`src/rtl/uart_rx_sampler.sv`:
```
// rtl/uart_rx_sampler.sv - UART 8N1 receive front end with mid-bit sampling, glitch rejection and break handling (optional UART_RX_MAJORITY_EN)
module uart_rx_sampler #(
    parameter int CLKS_PER_BIT = 87
) (
    input  logic       clk,
    input  logic       reset_n,
    input  logic       rx,
    output logic       new_data,
    output logic [7:0] data,
    output logic       frame_err,
    output logic       busy
);

    localparam int HALF = CLKS_PER_BIT / 2;
    localparam int CW   = $clog2(CLKS_PER_BIT);

`ifdef UART_RX_MAJORITY_EN
    // Decisions wait one extra cycle so the +1 neighbour of the sample point is visible.
    localparam int SAMPLE_OFF = 1;
`else
    localparam int SAMPLE_OFF = 0;
`endif

    localparam logic [CW-1:0] START_LAST = CW'(HALF - 1 + SAMPLE_OFF);
    localparam logic [CW-1:0] BIT_LAST   = CW'(CLKS_PER_BIT - 1);

    typedef enum logic [2:0] {
        IDLE,
        START,
        DATA,
        STOP,
        BRK
    } state_t;

    state_t          state_q, state_d;
    logic            sync1_q;
    logic            rx_s;
    logic [CW-1:0]   cnt_q, cnt_d;
    logic [2:0]      bit_q, bit_d;
    logic [7:0]      shift_q, shift_d;
    logic [7:0]      data_q, data_d;
    logic            new_data_q, new_data_d;
    logic            frame_err_q, frame_err_d;
    logic            sample;

    // Two-flop synchroniser; idles high so reset does not look like a start bit.
    always_ff @(posedge clk or negedge reset_n) begin
        if (!reset_n) begin
            sync1_q <= 1'b1;
            rx_s    <= 1'b1;
        end else begin
            sync1_q <= rx;
            rx_s    <= sync1_q;
        end
    end

`ifdef UART_RX_MAJORITY_EN
    logic rx_d1_q, rx_d2_q;

    // History of the synchronised line: d1 holds the sample point, d2 the cycle before it.
    always_ff @(posedge clk or negedge reset_n) begin
        if (!reset_n) begin
            rx_d1_q <= 1'b1;
            rx_d2_q <= 1'b1;
        end else begin
            rx_d1_q <= rx_s;
            rx_d2_q <= rx_d1_q;
        end
    end

    // 2-of-3 vote over sample point -1, 0 and +1.
    always_comb begin
        sample = (rx_s & rx_d1_q) | (rx_s & rx_d2_q) | (rx_d1_q & rx_d2_q);
    end
`else
    // Single sample at the sample point.
    always_comb begin
        sample = rx_s;
    end
`endif

    // Receiver state, counters and registered outputs.
    always_ff @(posedge clk or negedge reset_n) begin
        if (!reset_n) begin
            state_q     <= IDLE;
            cnt_q       <= '0;
            bit_q       <= '0;
            shift_q     <= '0;
            data_q      <= '0;
            new_data_q  <= 1'b0;
            frame_err_q <= 1'b0;
        end else begin
            state_q     <= state_d;
            cnt_q       <= cnt_d;
            bit_q       <= bit_d;
            shift_q     <= shift_d;
            data_q      <= data_d;
            new_data_q  <= new_data_d;
            frame_err_q <= frame_err_d;
        end
    end

    // Next-state logic: walk start, eight data bits and stop; a low stop bit parks in BRK.
    always_comb begin
        state_d     = state_q;
        cnt_d       = cnt_q;
        bit_d       = bit_q;
        shift_d     = shift_q;
        data_d      = data_q;
        new_data_d  = 1'b0;
        frame_err_d = 1'b0;
        case (state_q)
            IDLE: begin
                cnt_d = '0;
                bit_d = '0;
                if (!rx_s) begin
                    state_d = START;
                end
            end
            START: begin
                if (cnt_q == START_LAST) begin
                    cnt_d   = '0;
                    state_d = sample ? IDLE : DATA;
                end else begin
                    cnt_d = cnt_q + CW'(1);
                end
            end
            DATA: begin
                if (cnt_q == BIT_LAST) begin
                    cnt_d   = '0;
                    shift_d = {sample, shift_q[7:1]};
                    bit_d   = bit_q + 3'd1;
                    if (bit_q == 3'd7) begin
                        state_d = STOP;
                    end
                end else begin
                    cnt_d = cnt_q + CW'(1);
                end
            end
            STOP: begin
                if (cnt_q == BIT_LAST) begin
                    cnt_d = '0;
                    if (sample) begin
                        data_d     = shift_q;
                        new_data_d = 1'b1;
                        state_d    = IDLE;
                    end else begin
                        frame_err_d = 1'b1;
                        state_d     = BRK;
                    end
                end else begin
                    cnt_d = cnt_q + CW'(1);
                end
            end
            BRK: begin
                if (rx_s) begin
                    state_d = IDLE;
                end
            end
            default: begin
                state_d = IDLE;
            end
        endcase
    end

    assign new_data  = new_data_q;
    assign frame_err = frame_err_q;
    assign data      = data_q;
    assign busy      = (state_q != IDLE);

endmodule
```
`config.mk`:
```
export PLATFORM = sky130hd
export DESIGN_NAME = uart_rx_sampler
export DESIGN_NICKNAME = d
export VERILOG_FILES = /design/src/rtl/uart_rx_sampler.sv
export SDC_FILE = /design/constraint.sdc
export NUM_CORES = 1
export LEC_CHECK = 0
export ABC_AREA = 1
export BUFFER_PORTS_ARGS = -buffer_cell sky130_fd_sc_hd__buf_2
export CAP_MARGIN = 25
export CORE_MARGIN = 8
export CORE_UTILIZATION = 30
export DETAILED_ROUTE_END_ITERATION = 10
export GPL_TIMING_DRIVEN = 0
export HOLD_SLACK_MARGIN = 0.02
export SKIP_LAST_GASP = 1
export SYNTH_ARGS = -nofsm -noshare
export SYNTH_HDL_FRONTEND = slang
export SYNTH_SLANG_ARGS = --single-unit
export TNS_END_PERCENT = 50
```
`constraint.sdc`:
```
create_clock -name clk -period 2.19 [get_ports clk]
set_clock_uncertainty 0.2 [all_clocks]
set_input_delay 0.219 -clock clk [delete_from_list [all_inputs] [get_ports clk]]
set_output_delay 0.219 -clock clk [all_outputs]
set_load 0.05 [all_outputs]
```
==> reports/summary.json <==
{
  "cells_and_area": {
    "layout.cells.non_filler": 288,
    "multi_input_comb_area_um2": 664,
    "syn2layout_area_growth_pct": 18.1,
    "fill_cell_total_of_the_finished_layout": 563,
    "diodes": 0,
    "regArea_um2": 828,
    "final_design_area_no_fill_mm2": 0.00193,
    "final_layout_size_suffix_gt1_share_pct": 21.3,
    "finish.net_count": 222
  },
  "synth": {
    "yosysUniqueCellTypes": 21,
    "synth_mux_area_share_pct": 0,
    "sequential_fraction_of_the_synthesis_area_pct": 50.8,
    "mappedNetlistNets": 200,
    "combinational_family_with_the_most_area_after_synthesis": "simple AND/OR/NAND/NOR gates",
    "netlist_instances": 193,
    "synth.ff_latch_count": 33,
    "yosys.area_share.simple_pct": 28.9,
    "post_synth_fa_ha_maj_area_fraction_pct": 3.07,
    "yosys_warnings": 0,
    "synth_compound_gate_area_share_pct": 8.21,
    "syn_avg_cell_area_um2": 8.45,
    "syn-cell-area_mm2": 0.00163,
    "synth_xor_xnor_area_share_pct": 0.537
  },
  "critical_path": {
    "critical_path.slowest_cell": "dfrtp_1",
    "critPathMostFrequentCell": "inv_1",
    "cp.buffers_inverters": 3,
    "cp_max_fo": 10,
    "worstPathCellList": "inv_1 > ha_1 > nand2_1 > inv_1 > nand3_4 > nor2_4 > buf_6 > o21ai_0",
    "worst_path_dominant_cell_family": "simple AND/OR/NAND/NOR gates",
    "timing.critical_path.slowest_cell_delay_ns": 0.42,
    "crit_path_start_kind": "register",
    "setup.worst_path.class": "register to register",
    "setup.worst_path.end_class": "register",
    "worst_ep_required_time_ns": 2.16,
    "worst-endpoint-arrival_ns": 1.83
  },
  "sta": {
    "fin_crit_sh_pct": 84.9,
    "finalSetupTns_ns": 0,
    "grt_setup_unrepaired": "false",
    "achievable-frequency_ghz": 0.538,
    "final_count_of_negative_setup_slack_endpoints": 0,
    "max_slew_margin_vs_limit_pct": 49.8,
    "worstMarginPinSlew_ns": 0.753,
    "finalHoldViolations": 0,
    "layout_min_cycle_time_ns": 1.86,
    "slew_violations": 0
  },
  "placed_design": {
    "detailedPlacementHpwl_um": 2300,
    "dpl.cell_count": 278,
    "finalWeightedCongestion": 0.842,
    "port_buffers": 13,
    "post_dp_cell_area_mm2": 0.00179
  },
  "routing": {
    "drt.antenna.violating_nets": 0,
    "routed_wirelength_um": 3330,
    "viasPerCell": 4.37,
    "drc": 0,
    "detailroute.via_count": 1258,
    "drt_pre_antenna_iters": 6,
    "detailedRoute.firstIterationViolations": 65,
    "detail_route.wl_per_cell_um": 11.6
  },
  "floorplanning": {
    "die-area_mm2": 0.00805,
    "placeableCoreArea_mm2": 0.00537,
    "floorplan.initialDensity_pct": 30.4,
    "horizontal_extent_of_the_die_um": 89.7,
    "floorplan.die.height_um": 89.7,
    "cell_row_count": 27,
    "ios": 14
  },
  "clock_network": {
    "tritoncts": "done",
    "cts_root_buffer": "clkbuf_8",
    "cts_repair_resize_count": 0,
    "ctsHtreeMaxLevel": 2,
    "cts.reportedPaths.clkPinSlew_ns": 0.07,
    "numCtsBuffers": 5,
    "clk_latency_ns": 0.29,
    "cts.path.max_buffers": 2,
    "clock_sinks": 33
  },
  "global_routing": {
    "overflow": 0,
    "wire_length_of_the_first_global_routing_pass_um": 5800,
    "first_global_vias": 1233,
    "grt_start_max_net_pins": 34,
    "grt_antenna_before_repair": 0,
    "gr-usage-all-layers_pct": 8.69
  },
  "outcome": {
    "status": "finished, final reports clean"
  },
  "min_path": {
    "timing.hold.worst.class": "register to register"
  },
  "flow_run": {
    "max_cap_violation_count": 0
  },
  "pwr": {
    "power.ir.vdd_worst_uv": 482,
    "cellPowerDensity_mw_per_mm2": 925,
    "power_leakage_nw": 0.978
  }
}
==> kinds of logic (layout without fill, tap and decap cells) <==
kind of cell | Yosys count | in the layout
xor+xnor | 1 | 1
flops | 33 | 33
fa+ha+maj | 4 | 4
simple gates | 102 | 102
buf+inv | 32 | 55
compound gates | 21 | 21
==> final timing paths <==
check | slack [ns] | from | end | depth (start not counted)
worst max-delay path | 0.33 | cnt_q[0] | shift_q[5] | 8
worst min-delay path | 0.16 | sync1_q | rx_s | 0
worst max register to register | 0.33 | cnt_q[0] | shift_q[5] | 8
worst min register to register | 0.16 | sync1_q | rx_s | 0
max in group asynchronous | 0.97 | reset_n | cnt_q[1] | 2
min in group asynchronous | 0.34 | reset_n | data[6] | 2
==> cell type report <==
class	count	share of cell area (%)
Multi-Input combinational cell	128	34.5
Clock buffer	6	4.29
Timing Repair Buffer	15	4.42
Clock inverter	2	1.95
Buffer	3	1.56
Sequential cell	33	43.0
Inverter	29	5.65
Tap cell	72	4.68
==> through the flow <==
step                hold WS (ns)  setup slack [ns]  total power [mW]  utilization [%]
CTS                        0.159             0.335              1.81             35.9
finish                     0.157             0.330              1.78             35.9
global placement           0.126             0.343              1.17             33.3
detailed placement         0.125             0.342              1.18             33.3
global route               0.159             0.143              1.89             35.9
floorplan                 -0.277             0.545              1.06                -
==> per-layer routing <==
layer / share of wire [%] / up-vias / wire (um) / GRT usage, %
li1: - / 662 / - / -
met1: 50 / 577 / 1680 / 10.7
met2: 44 / 15 / 1470 / 13.3
met3: 4.1 / 4 / 136 / 2.99
met4: 1.2 / 0 / 41 / 4.23
met5: 0 / - / 0 / 0
==> cell usage after synthesis, drive strengths merged <==
master  instances  share of area (%)
nand2          59                 14
dfrtp          31                 48
inv            29                6.7
nand3          22                7.5
o21ai          20                7.7
nor2           13                4.5
nand4           7                2.7
ha              4                3.1
buf             3                1.8
dfstp           2                3.2
nor3            1               0.31
o211ai          1               0.46
xor2            1               0.54
==> sequential cells by signal, indices dropped and copies added, names as in the netlist <==
name / cells
data: 8
shift_q: 8
cnt_q: 7
bit_q: 3
state_q: 3
frame_err: 1
new_data: 1
rx_s: 1
sync1_q: 1
==> layout by cell type, fill, tap and decap left out, types with 2 or more instances in the layout <==
cell	count
dlygate4sd3_1	2
nand2_1	57
ha_1	4
inv_1	25
nand2_2	2
nand4_1	7
o21ai_2	7
nand3_1	21
o21ai_0	12
dfrtp_1	31
nor2_2	4
buf_2	13
inv_2	4
clkbuf_8	6
nor2_1	7
nor2_4	2
dfstp_2	2
buf_6	2
==> what timing repair did <==
item	4_1_cts	5_1_grt
buffers inserted	0	0
hold buffers	2	0
hold endpoints to repair	32	0
==> where the power goes <==
part,internal [mW],switching (mW)
clock,0.370,0.237
sequential,0.659,0.0647
combinational,0.127,0.324
total,1.16,0.625
(Power assumes the default switching activity.)
